**src/rtl/bound_flasher_pkg.sv**
```systemverilog
// rtl/bound_flasher_pkg.sv - shared lamp-count constant and shift-stage state type
package bound_flasher_pkg;

    localparam int LAMP_WIDTH = 16;

    typedef enum logic [1:0] {
        IDLE,
        SHIFT_LO,
        SHIFT_HI,
        LATCH
    } shift_state_t;

endpackage

```
**src/rtl/shift_tick_counter.sv**
```systemverilog
// rtl/shift_tick_counter.sv - per-state cycle divider, ticks on the last of CLK_DIV cycles
module shift_tick_counter #(
    parameter int CLK_DIV = 4
) (
    input  logic clk,
    input  logic reset_n,
    input  logic clear_i,
    output logic tick_o
);

    localparam int CW = (CLK_DIV > 1) ? $clog2(CLK_DIV) : 1;
    localparam logic [CW-1:0] TERM = CW'(CLK_DIV - 1);

    logic [CW-1:0] cnt_q;

    assign tick_o = (cnt_q == TERM);

    // Wrapping on tick restarts the count in step with every tick-driven state change.
    always_ff @(posedge clk or negedge reset_n) begin
        if (!reset_n) begin
            cnt_q <= '0;
        end else if (clear_i || tick_o) begin
            cnt_q <= '0;
        end else begin
            cnt_q <= cnt_q + CW'(1);
        end
    end

endmodule

```
**src/rtl/led_shift_driver.sv**
```systemverilog
// rtl/led_shift_driver.sv - serialises the lamp vector into a 74HC595-style shift register
module led_shift_driver
    import bound_flasher_pkg::*;
#(
    parameter int WIDTH     = LAMP_WIDTH,
    parameter int CLK_DIV   = 4,
    parameter int MSB_FIRST = 1
) (
    input  logic             clk,
    input  logic             reset_n,
    input  logic [WIDTH-1:0] light,
    input  logic             refresh,
    output logic             sclk,
    output logic             sdata,
    output logic             latch,
    output logic             busy,
    output logic             frame_done
);

    localparam int BW = (WIDTH > 1) ? $clog2(WIDTH) : 1;
    localparam logic [BW-1:0] FIRST_IDX = (MSB_FIRST != 0) ? BW'(WIDTH - 1) : BW'(0);
    localparam logic [BW-1:0] LAST_IDX  = (MSB_FIRST != 0) ? BW'(0) : BW'(WIDTH - 1);

    generate
        if (WIDTH < 1 || CLK_DIV < 1) begin : g_bad_params
            $error("led_shift_driver: WIDTH and CLK_DIV must both be >= 1");
        end
    endgenerate

    shift_state_t     state_q;
    logic [WIDTH-1:0] shadow_q;
    logic [WIDTH-1:0] last_sent_q;
    logic [BW-1:0]    bit_cnt_q;
    logic [BW-1:0]    bit_cnt_d;
    logic             refresh_pend_q;
    logic             sclk_q;
    logic             sdata_q;
    logic             latch_q;
    logic             busy_q;
    logic             frame_done_q;
    logic             tick;
    logic             start;

    // Holding the divider cleared in IDLE makes every frame's first phase a full CLK_DIV.
    shift_tick_counter #(
        .CLK_DIV(CLK_DIV)
    ) u_tick (
        .clk    (clk),
        .reset_n(reset_n),
        .clear_i(state_q == IDLE),
        .tick_o (tick)
    );

    assign start     = (light != last_sent_q) || refresh_pend_q || refresh;
    assign bit_cnt_d = (MSB_FIRST != 0) ? (bit_cnt_q - BW'(1)) : (bit_cnt_q + BW'(1));

    always_ff @(posedge clk or negedge reset_n) begin
        if (!reset_n) begin
            state_q        <= IDLE;
            shadow_q       <= '0;
            last_sent_q    <= '0;
            bit_cnt_q      <= '0;
            refresh_pend_q <= 1'b1;
            sclk_q         <= 1'b0;
            sdata_q        <= 1'b0;
            latch_q        <= 1'b0;
            busy_q         <= 1'b0;
            frame_done_q   <= 1'b0;
        end else begin
            frame_done_q <= 1'b0;
            if (refresh) begin
                refresh_pend_q <= 1'b1;
            end
            case (state_q)
                IDLE: begin
                    if (start) begin
                        shadow_q       <= light;
                        bit_cnt_q      <= FIRST_IDX;
                        sdata_q        <= light[FIRST_IDX];
                        busy_q         <= 1'b1;
                        refresh_pend_q <= 1'b0;
                        state_q        <= SHIFT_LO;
                    end
                end
                SHIFT_LO: begin
                    if (tick) begin
                        sclk_q  <= 1'b1;
                        state_q <= SHIFT_HI;
                    end
                end
                SHIFT_HI: begin
                    if (tick) begin
                        sclk_q <= 1'b0;
                        if (bit_cnt_q == LAST_IDX) begin
                            sdata_q <= 1'b0;
                            latch_q <= 1'b1;
                            state_q <= LATCH;
                        end else begin
                            bit_cnt_q <= bit_cnt_d;
                            sdata_q   <= shadow_q[bit_cnt_d];
                            state_q   <= SHIFT_LO;
                        end
                    end
                end
                LATCH: begin
                    if (tick) begin
                        latch_q      <= 1'b0;
                        busy_q       <= 1'b0;
                        frame_done_q <= 1'b1;
                        last_sent_q  <= shadow_q;
                        state_q      <= IDLE;
                    end
                end
                default: state_q <= IDLE;
            endcase
        end
    end

    assign sclk       = sclk_q;
    assign sdata      = sdata_q;
    assign latch      = latch_q;
    assign busy       = busy_q;
    assign frame_done = frame_done_q;

endmodule

```
**config.mk**
```make
export PLATFORM = sky130hd
export DESIGN_NAME = led_shift_driver
export DESIGN_NICKNAME = d
export VERILOG_FILES = /design/src/rtl/bound_flasher_pkg.sv /design/src/rtl/shift_tick_counter.sv /design/src/rtl/led_shift_driver.sv
export SDC_FILE = /design/constraint.sdc
export NUM_CORES = 1
export LEC_CHECK = 0
export CORE_MARGIN = 1.5
export CORE_UTILIZATION = 55
export CTS_CLUSTER_SIZE = 25
export DETAILED_ROUTE_END_ITERATION = 8
export HOLD_SLACK_MARGIN = 0.02
export PLACE_DENSITY = 0.88
export SLEW_MARGIN = 20
export SYNTH_ARGS = -nofsm -noshare
export SYNTH_HDL_FRONTEND = slang
export SYNTH_SLANG_ARGS = --single-unit
```
**constraint.sdc**
```tcl
create_clock -name clk -period 2.64 [get_ports clk]
set_input_delay 0.66 -clock clk [delete_from_list [all_inputs] [get_ports clk]]
set_output_delay 0.66 -clock clk [all_outputs]
set_load 0.03 [all_outputs]
```
==> summary.md, run 1 <==
| Metric | Value |
|---|---|
| Run status | `complete, no violations` |
| Seq/Total Area, Yosys | `0.505` |
| Initial antenna violation count | `0` |
| Final setup viols | `0` |
| Met1 Use GR | `0.271` |
| Dpl cells | `around 240` |
| Pre-CTS WS | `-0.126 ns` |
| GRT Util Overall | `0.224` |
| Critical-path cell list | `clkdlybuf4s50_1, xnor2_1, nand4_1, nor4_2, and2_1, nand2b_4, buf_12, mux2_4` |
| CTS buffer count | `5` |
| Required @ worst endpoint | `2.82 ns` |
| Clock Tree Buf Depth | `2` |
| Rows | `23` |
| Crit path largest cell delay | `between 0.4 and 0.5 ns` |
| Core Region | `roughly 0.004 mm2` |
| DP Area | `between 0.002 and 0.003 mm2` |
| Startpoint Class | `input port` |
| Setup TNS | `0 ns` |
| Die area | `~0.0045 mm2` |
| Met3 usage | `0.0550` |
| Placed wire-length estimate | `3.41 mm` |
| Worst Path Max Fanout | `7` |
| Detailed-route DRC error count | `0` |
| Met2 usage | `0.386` |
| Total wire length | `around 4.5 mm` |
| Worst Path Buf+Inv | `2` |
| Async set or reset register ratio after synthesis | `1.00` |
| Crit path depth | `8` |
| IO Count | `24` |
| Crit path capture type | `flop` |
| Reg2Reg Depth | `7` |
| Final period util | `0.931` |
| Pwr dens | `between 1000 and 1500 mW/mm2` |
| Top cell type's share of synthesized area | `0.494` |
| Finished layout cell area | `roughly 0.0027 mm2` |
| Post-cts sizing count | `0` |
| Fin cells | `250` |
| Area leader, netlist | `dfrtp_1` |
| FF-to-FF End | `shadow_q[2]$_DFFE_PN0P_` |
| Placer Congestion | `between 0.8 and 0.9` |
| Mapped Area | `approximately 0.0023 mm2` |
| Most common cell in the netlist | `dfrtp_1` |
| Cell family with most CP delay | `simple AND/OR/NAND/NOR gates` |
| Most Crowded Layer GR | `met2` |
| Top cells by area, synth | `dfrtp_1 49%, mux2_4 11%, mux2_2 7.9%` |
| Area Overhead vs Synth | `19.1%` |
| Initial core utilization | `0.570` |
| Global-route wire length before repair | `between 7 and 8 mm` |
| Syn Area/Cell | `around 14 um2` |
| Total grt overflow | `0` |
| Final hold violation count | `0` |
| RSZ-0062 raised after global routing | `no` |
| Maximum number of pins on one net before global-route repair | `47` |
| Final max-slew violation count | `0` |
| Clock root cell | `clkbuf_8` |
| VDD IR max | `a little over 0.6 mV` |
| Flop2flop setup slack | `~0.6 ns` |
| Die Y | `around 67 um` |
| Worst Setup Path Type | `input port to flop` |
| Post-synth EDFFs | `0` |
| Register bit total from synthesis | `46` |
| Commonest cells in the synthesized netlist | `45 x dfrtp_1, 16 x mux2_2, 16 x mux2_4, 16 x xnor2_1, 7 x nor2_1` |
| Setup ws final | `between 0.15 and 0.2 ns` |
| DRT Pass-1 Iters | `4` |
| Yosys warns | `0` |
| Reg-to-Reg Start | `last_sent_q[4]$_DFFE_PN0P_` |
| Crit path time final | `2.46 ns` |
| Clock skew | `roughly 0.0066 ns` |
| Worst-path clk slew | `0.08 ns` |
| Vias in the first global route | `1490` |
| Syn nets | `approximately 190` |
| Num Clock Sinks | `46` |
| Antenna Cells | `0` |
| DR WL/cell | `18.0 um` |
| CTS tree | `done` |
| Postcts setup bufs | `0` |
| Synth Flop Type | `dfrtp_1` |
| Width of the die | `about 67 um` |
| Max Cap Viol | `0` |
| Synth cell types | `39` |
| Max Fclk | `about 400 MHz` |
| DR vias/cell | `around 5.6` |
| DRT antenna net count | `0` |
| Pleak | `between 1 and 1.5 nW` |
| Synthesized netlist cell count | `about 170` |
| Via Count | `~1400` |
| Layout net count | `221` |
| Slowest-stage cell, CP | `clkdlybuf4s50_1` |
| DR iter-0 viols | `roughly 140` |
| Pwr Total | `2.95 mW` |
| WP data arrival | `about 2.6 ns` |
| Hold Crit Class | `input port to asynchronous set/reset pin` |
| IO buf count | `23` |
| Actual slew at the worst max-slew pin | `0.603 ns` |
| Clk Latency, worst-skew pair | `0.29 ns` |
| Layout cells sized above 1 | `0.300` |
| Hold_buf cts | `0` |
| Worst rel slew slack | `0.595` |
| H-tree depth | `2` |
==> flip-flops by register name, indices dropped and copies added, names as in the netlist <==
register	cells
bit_cnt_q	4
latch	1
sclk	1
busy	1
sdata	1
frame_done	1
u_tick.cnt_q	2
last_sent_q	16
state_q	2
shadow_q	16
refresh_pend_q	1
==> through the flow <==
stage	utilization	hold slack, ns
2_1_floorplan	-	0.364
3_3_place_gp	0.653	0.426
3_5_place_dp	0.653	0.438
4_1_cts	0.679	0.338
5_1_grt	0.679	0.334
6_report	0.679	0.329
==> worst max-delay path by stage <==
stage / endpoint / startpoint / slack (ns)
2_1_floorplan: shadow_q[0]$_DFFE_PN0P_ / light[5] / 0.60
3_3_place_gp: shadow_q[14]$_DFFE_PN0P_ / light[5] / -0.02
3_5_place_dp: shadow_q[7]$_DFFE_PN0P_ / light[5] / -0.13
4_1_cts: shadow_q[2]$_DFFE_PN0P_ / light[4] / 0.20
5_1_grt: shadow_q[2]$_DFFE_PN0P_ / light[2] / 0.11
6_report: shadow_q[2]$_DFFE_PN0P_ / light[4] / 0.18
==> kinds of logic (layout without fill, tap and decap cells) <==
group / count (synthesis) / after routing / synth area share
flops: 46 / 46 / 0.505
mux: 37 / 37 / 0.230
simple gates: 29 / 29 / 0.0762
compound gates: 20 / 20 / 0.0576
xor+xnor: 18 / 18 / 0.0724
buf+inv: 13 / 47 / 0.0422
fa+ha+maj: 3 / 3 / 0.0165
==> final cells by class <==
| type | count | area, um2 |
|---|---|---|
| repair buffers | 34 | 345 |
| fillers | 292 | 1280 |
| multi-input cells | 107 | 1030 |
| inverters | 5 | 18.8 |
| flip-flops and latches | 46 | 1150 |
| clock buffers | 7 | 76.3 |
| clock inverters | 1 | 30.0 |
| well taps | 50 | 62.6 |
==> where the power goes <==
part | total [mW] | leakage [nW] | internal, mW | switching (mW)
registers | 1.26 | 0.540 | 1.01 | 0.254
clock network | 0.499 | 0.0524 | 0.283 | 0.216
logic | 1.19 | 0.612 | 0.741 | 0.449
total | 2.95 | 1.20 | 2.03 | 0.919
==> metal layers <==
metal | routed length, um | vias to the layer above
met5 | 0 | -
met4 | 87 | 0
met3 | 136 | 9
met2 | 2380 | 31
met1 | 1880 | 708
li1 | - | 655
==> layout by cell type (no fill, tap or decap), types with 3 or more instances in the layout <==
cell	n
mux2_2	16
a21oi_1	6
buf_4	8
mux4_2	3
nor3_1	4
inv_1	5
mux2_4	16
dfrtp_1	45
clkdlybuf4s50_1	22
nand2_1	4
xnor2_1	16
buf_12	3
a31oi_1	4
clkbuf_8	5
nor2_1	7
ha_1	3
nand4_1	3
Note: power is estimated with default switching activity, not from simulation.
==> run 2, diff against run 1 <==
ABC_AREA = 1   (was default)
==> run 2 against run 1 <==
  * Sequential share of layout area down 0.16 points
  * Synthesized area up 3.5%
  * Flip-flop and latch count unchanged
  * Critical path type unchanged
  * Largest power group unchanged
  * Highest routed layer unchanged
==> summary.md, run 2 <==
| Metric | Value |
|---|---|
| Area Overhead vs Synth | `15.5%` |
| Maximum number of pins on one net before global-route repair | `18` |
| DRT Pass-1 Iters | `5` |
| Layout cells sized above 1 | `0.106` |
| Final setup viols | `0` |
| Max Fclk | `roughly 490 MHz` |
| Hold Crit Class | `input port to asynchronous set/reset pin` |
| Global-route wire length before repair | `between 8 and 9 mm` |
| Setup ws final | `0.583 ns` |
| Required @ worst endpoint | `about 2.8 ns` |
| Startpoint Class | `input port` |
| Initial core utilization | `0.582` |
| Most frequent cells in the layout | `117 x nand2_1, 45 x dfrtp_1, 33 x inv_1` |
| Crit path largest cell delay | `between 0.4 and 0.5 ns` |
| Pwr dens | `roughly 450 mW/mm2` |
| GRT Util Overall | `0.238` |
| CTS tree | `done` |
| Num Clock Sinks | `46` |
| Post-synth EDFFs | `0` |
| Placed wire-length estimate | `3.56 mm` |
| Top cell by count, worst path | `nand2_1` |
| Pleak | `around 1.4 nW` |
| Post-cts sizing count | `0` |
| Clock Tree Buf Depth | `2` |
| IO buf count | `23` |
| Total wire length | `4.74 mm` |
| Crit path capture type | `flop` |
| Critical-path cell list | `clkdlybuf4s50_1, inv_1, nand2_1, o21ai_1, nor2_1, nand2_1, nor2_1, nand3_1, nand2_2, inv_2, nand2_1, o21ai_2` |
| Placer Congestion | `approximately 0.86` |
| Setup TNS | `0 ns` |
| DRT antenna net count | `0` |
| Async set or reset register ratio after synthesis | `1.00` |
| Mapped Area | `0.00236 mm2` |
| Syn nets | `between 300 and 400` |
| Rows | `23` |
| Final max-slew violation count | `0` |
| Sw Ratio | `0.223` |
| CTS buffer count | `5` |
| Clock skew | `~0.0057 ns` |
| Register bit total from synthesis | `46` |
| Synthesized netlist cell count | `approximately 300` |
| Slowest-stage cell, CP | `clkdlybuf4s50_1` |
| Final hold violation count | `0` |
| Worst Path Buf+Inv | `3` |
| RSZ-0062 raised after global routing | `no` |
| Worst Setup Path Type | `input port to flop` |
| DR WL/cell | `between 10 and 15 um` |
| Total grt overflow | `0` |
| Commonest cells in the synthesized netlist | `117 x nand2_1, 45 x dfrtp_1, 33 x inv_1` |
| DR vias/cell | `roughly 5.2` |
| Width of the die | `between 60 and 70 um` |
| Top cell type's share of synthesized area | `0.477` |
| Crit path time final | `2.06 ns` |
| Core Region | `between 0.004 and 0.005 mm2` |
| WP data arrival | `~2.3 ns` |
| Internal Pwr Total | `0.964 mW` |
| Clk Latency, worst-skew pair | `0.30 ns` |
| Area leader, netlist | `dfrtp_1` |
| Worst rel slew slack | `0.672` |
| Actual slew at the worst max-slew pin | `roughly 0.5 ns` |
| Final period util | `0.779` |
| Most common cell in the netlist | `nand2_1` |
| Vias in the first global route | `between 1500 and 2000` |
| Max Cap Viol | `0` |
| VDD IR max | `around 0.37 mV` |
| IO Count | `24` |
| Layout net count | `around 350` |
| Top cells by area, synth | `dfrtp_1 48%, nand2_1 19%, o21ai_1 5.3%` |
| Initial antenna violation count | `0` |
| Cell family with most CP delay | `simple AND/OR/NAND/NOR gates` |
| Via Count | `roughly 2000` |
| Seq/Total Area, Yosys | `0.488` |
| Antenna Cells | `0` |
| Clock root cell | `clkbuf_8` |
| Synth Flop Type | `dfrtp_1` |
| Worst Path Max Fanout | `11` |
| Die area | `0.00469 mm2` |
| Postcts setup bufs | `0` |
| Logic gate share of total power | `0.074` |
| Detailed-route DRC error count | `0` |
| Commonest non-fill, non-tap cell in the layout | `nand2_1` |
| Sequential power share | `0.587` |
| Clk pwr share | `0.339` |
| DR iter-0 viols | `around 140` |
| Syn Area/Cell | `7.77 um2` |
| Hold_buf cts | `0` |
| Switching pwr | `0.277 mW` |
| Pre-CTS WS | `between 0.2 and 0.3 ns` |
| Yosys warns | `0` |
| Synth cell types | `29` |
| Die Y | `a little under 70 um` |
| Top flop regs | `last_sent_q x16, shadow_q x16, bit_cnt_q x4` |
| Worst-path clk slew | `~0.080 ns` |
| H-tree depth | `2` |
| Run status | `complete, no violations` |
run 2: cell types whose count changed after synthesis, sizes merged, moves of 5 or more:
cell,delta
nand3,+19
mux2,-32
xnor2,-11
nand4,+5
inv,+36
nor2,+8
nand2,+114
o21ai,+26
run 2: worst register-to-register path, delay by kind of cell, from the launching register on:
family        cells  cell delay (ns)
simple gates      7             0.52
flops             1             0.53
buf+inv           2             0.41
fa+ha+maj         1             0.44
run 2: through the flow:
| step | total power, mW | util | instance area, um2 | cells | hold WS [ns] |
|---|---|---|---|---|---|
| 2_1_floorplan | 0.775 | - | 2360 | 304 | 0.364 |
| 3_3_place_gp | 0.832 | 0.652 | 2650 | 375 | 0.430 |
| 3_5_place_dp | 0.834 | 0.652 | 2650 | 375 | 0.444 |
| 4_1_cts | 1.25 | 0.672 | 2730 | 381 | 0.243 |
| 5_1_grt | 1.29 | 0.672 | 2730 | 381 | 0.261 |
| 6_report | 1.24 | 0.672 | 2730 | 381 | 0.244 |
run 2: worst paths after layout:
check	start	end	slack [ns]	cells after the start
setup / recovery	light[7]	shadow_q[6]$_DFFE_PN0P_	0.58	12
hold / removal	reset_n	last_sent_q[3]$_DFFE_PN0P_	0.24	1
setup reg to reg	bit_cnt_q[0]$_DFFE_PN0P_	sdata$_DFFE_PN0P_	0.62	10
hold reg to reg	u_tick.cnt_q[0]$_DFF_PN0_	u_tick.cnt_q[0]$_DFF_PN0_	0.45	1
max in group asynchronous	reset_n	refresh_pend_q$_DFF_PN1_	1.80	2
min in group clk	u_tick.cnt_q[0]$_DFF_PN0_	u_tick.cnt_q[0]$_DFF_PN0_	0.45	1
run 2: power by group through the flow:
| stage | Sequential, mW | Combinational (mW) | Clock, mW |
|---|---|---|---|
| after floorplan | 0.740 | 0.0354 | 0 |
| after global placement | 0.741 | 0.0910 | 0 |
| after detailed placement | 0.741 | 0.0928 | 0 |
| after CTS | 0.727 | 0.0934 | 0.433 |
| after global routing | 0.729 | 0.104 | 0.453 |
| final | 0.728 | 0.0922 | 0.420 |
run 2: layer usage:
| metal | track usage | share of wire | routed length (um) | vias to the layer above |
|---|---|---|---|---|
| met5 | 0 | 0 | 0 | - |
| met4 | 0.0975 | 0.021 | 99 | 0 |
| met1 | 0.298 | 0.46 | 2170 | 910 |
| li1 | - | - | - | 1010 |
| met2 | 0.392 | 0.47 | 2210 | 60 |
| met3 | 0.0617 | 0.054 | 258 | 9 |
run 2: kinds of logic after synthesis:
family / share of synthesized area
flops: 0.488
buf+inv: 0.0880
simple gates: 0.302
compound gates: 0.0880
fa+ha+maj: 0.0159
xor+xnor: 0.0185
run 2: layout make-up:
class	count	area (um2)
multi-input cells	208	1000
inverters	42	159
clock buffers	6	82.6
repair buffers	29	270
fillers	335	1330
well taps	50	62.6
flip-flops and latches	46	1150
==> run 3, diff against run 2 <==
CORE_UTILIZATION = 51   (was 55)
PLACE_DENSITY = 0.86   (was 0.88)
clock period = 1.7 ns   (was 2.64 ns; I/O delays follow)
==> run 3 against run 2 <==
  * Wire length rose by 16%
  * Non-clock buffer count rose by 13
  * Utilization is 1.2 points higher
  * Critical path depth shrank 2
  * Clock-buffer cell count grew 2
  * Clock power up 84%
  * Critical path type unchanged
  * Critical endpoint is now state_q[1]$_DFFE_PN0P_
  * Largest power group unchanged
  * Highest routed layer unchanged
==> summary.md, run 3 (synthesized netlist as in run 2, its figures left out) <==
| Metric | Value |
|---|---|
| CTS tree | `done` |
| Commonest non-fill, non-tap cell in the layout | `nand2_1` |
| Die area | `roughly 0.0050 mm2` |
| Post-layout util | `0.684` |
| Sequential power share | `0.548` |
| Placer Congestion | `about 0.95` |
| Total grt overflow | `0` |
| IO buf count | `23` |
| Global-route wire length before repair | `a little under 9 mm` |
| Antenna Cells | `0` |
| Actual slew at the worst max-slew pin | `~0.44 ns` |
| H-tree depth | `2` |
| CTS buffer count | `5` |
| Num Clock Sinks | `46` |
| Worst Path Max Fanout | `4` |
| Width of the die | `around 71 um` |
| Pwr dens | `just under 700 mW/mm2` |
| Logic gate share of total power | `0.078` |
| Max Fclk | `approximately 630 MHz` |
| Startpoint Class | `input port` |
| Layout net count | `approximately 370` |
| FF-to-FF End | `sdata$_DFFE_PN0P_` |
| Worst Setup Path Type | `input port to flop` |
| IO Count | `24` |
| Final setup viols | `0` |
| DR WL/cell | `about 14 um` |
| WP data arrival | `1.80 ns` |
| DR vias/cell | `roughly 5.3` |
| Final hold violation count | `0` |
| Fin cells | `between 300 and 400` |
| Pre-CTS WS | `-0.367 ns` |
| Reg2Reg Depth | `10` |
| Hold_buf cts | `0` |
| Core Region | `0.00441 mm2` |
| Dpl cells | `about 390` |
| Crit path capture type | `flop` |
| Maximum number of pins on one net before global-route repair | `32` |
| Clock root cell | `clkbuf_8` |
| Setup TNS | `0 ns` |
| DRT antenna net count | `0` |
| Placed wire-length estimate | `3.74 mm` |
| Required @ worst endpoint | `about 1.9 ns` |
| Die Y | `between 70 and 80 um` |
| Layout cells sized above 1 | `0.194` |
| DR iter-0 viols | `around 180` |
| Finished layout cell area | `0.00302 mm2` |
| Flop2flop setup slack | `between 0.1 and 0.15 ns` |
| Most frequent cells in the layout | `115 x nand2_1, 45 x dfrtp_1, 28 x inv_1` |
| Run status | `complete, no violations` |
| Pwr Total | `a little over 2 mW` |
| GRT Util Overall | `0.218` |
| Initial antenna violation count | `0` |
| Clock skew | `0.00490 ns` |
| DP Area | `approximately 0.0028 mm2` |
| Switching pwr | `between 0.4 and 0.5 mW` |
| Clk Latency, worst-skew pair | `roughly 0.3 ns` |
| Vias in the first global route | `slightly below 2000` |
| Postcts setup bufs | `0` |
| Crit path time final | `~1.6 ns` |
| Via Count | `around 2100` |
| Hold Crit Class | `input port to asynchronous set/reset pin` |
| Clock Tree Buf Depth | `2` |
| DRT Pass-1 Iters | `4` |
| Internal Pwr Total | `roughly 1.6 mW` |
| Reg-to-Reg Start | `bit_cnt_q[0]$_DFFE_PN0P_` |
| Total wire length | `around 5.5 mm` |
| Clk pwr share | `0.374` |
| Initial core utilization | `0.535` |
| Filler cells | `351` |
| Final max-slew violation count | `0` |
| Detailed-route DRC error count | `0` |
| Sw Ratio | `0.224` |
| VDD IR max | `about 0.46 mV` |
| Worst-path clk slew | `0.08 ns` |
| Worst hold margin | `approximately 0.04 ns` |
| Final period util | `0.939` |
| Worst rel slew slack | `0.707` |
| Top flop regs | `last_sent_q x16, shadow_q x16, bit_cnt_q x4` |
| Max Cap Viol | `0` |
| Rows | `24` |
| Pleak | `~1.7 nW` |
| Area Overhead vs Synth | `27.9%` |
| Setup ws final | `0.104 ns` |
run 3: metal layers:
metal,global-route usage,wire [um]
met5,0,0
met4,0.0734,70
met3,0.0470,333
met2,0.354,2710
met1,0.293,2370
run 3: worst max path at each step:
stage / from / endpoint / slack, ns
6_report: light[4] / state_q[1]$_DFFE_PN0P_ / 0.10
3_5_place_dp: light[10] / sdata$_DFFE_PN0P_ / -0.37
2_1_floorplan: bit_cnt_q[0]$_DFFE_PN0P_ / sdata$_DFFE_PN0P_ / 0.16
5_1_grt: light[4] / sdata$_DFFE_PN0P_ / -0.007
3_3_place_gp: light[1] / sdata$_DFFE_PN0P_ / -0.32
4_1_cts: light[1] / shadow_q[6]$_DFFE_PN0P_ / -0.007
run 3: repair_timing:
action / in CTS / in global routing
pin swaps: 0 / 19
gates resized for setup: 7 / 36
gates cloned: 0 / 1
endpoints found under the setup margin: 18 / 24
run 3: area by class of cell:
class / instances / area [um2] / area share
sequential: 46 / 1150 / 0.382
multi-input combinational: 208 / 1080 / 0.356
inverter: 42 / 161 / 0.0535
clock buffer: 8 / 110 / 0.0365
timing repair buffer: 42 / 454 / 0.150
tap: 52 / 65.1 / 0.0215
run 3: critical path: stages:
cell and delay [ns]:
clkdlybuf4s50_1 0.50, xnor2_1 0.12, nand2_1 0.10, nor2_2 0.12, nand3_2 0.11, nand2_4 0.14, buf_4 0.12, o21ai_1 0.05
nand2_1 0.06, nand2_1 0.04
run 3: power by group through the flow:
stage / Combinational, mW / Sequential, mW / Clock [mW]
after floorplan: 0.0550 / 1.15 / 0
after global placement: 0.158 / 1.15 / 0
after detailed placement: 0.162 / 1.15 / 0
after CTS: 0.163 / 1.13 / 0.779
after global routing: 0.181 / 1.13 / 0.829
final: 0.162 / 1.13 / 0.773
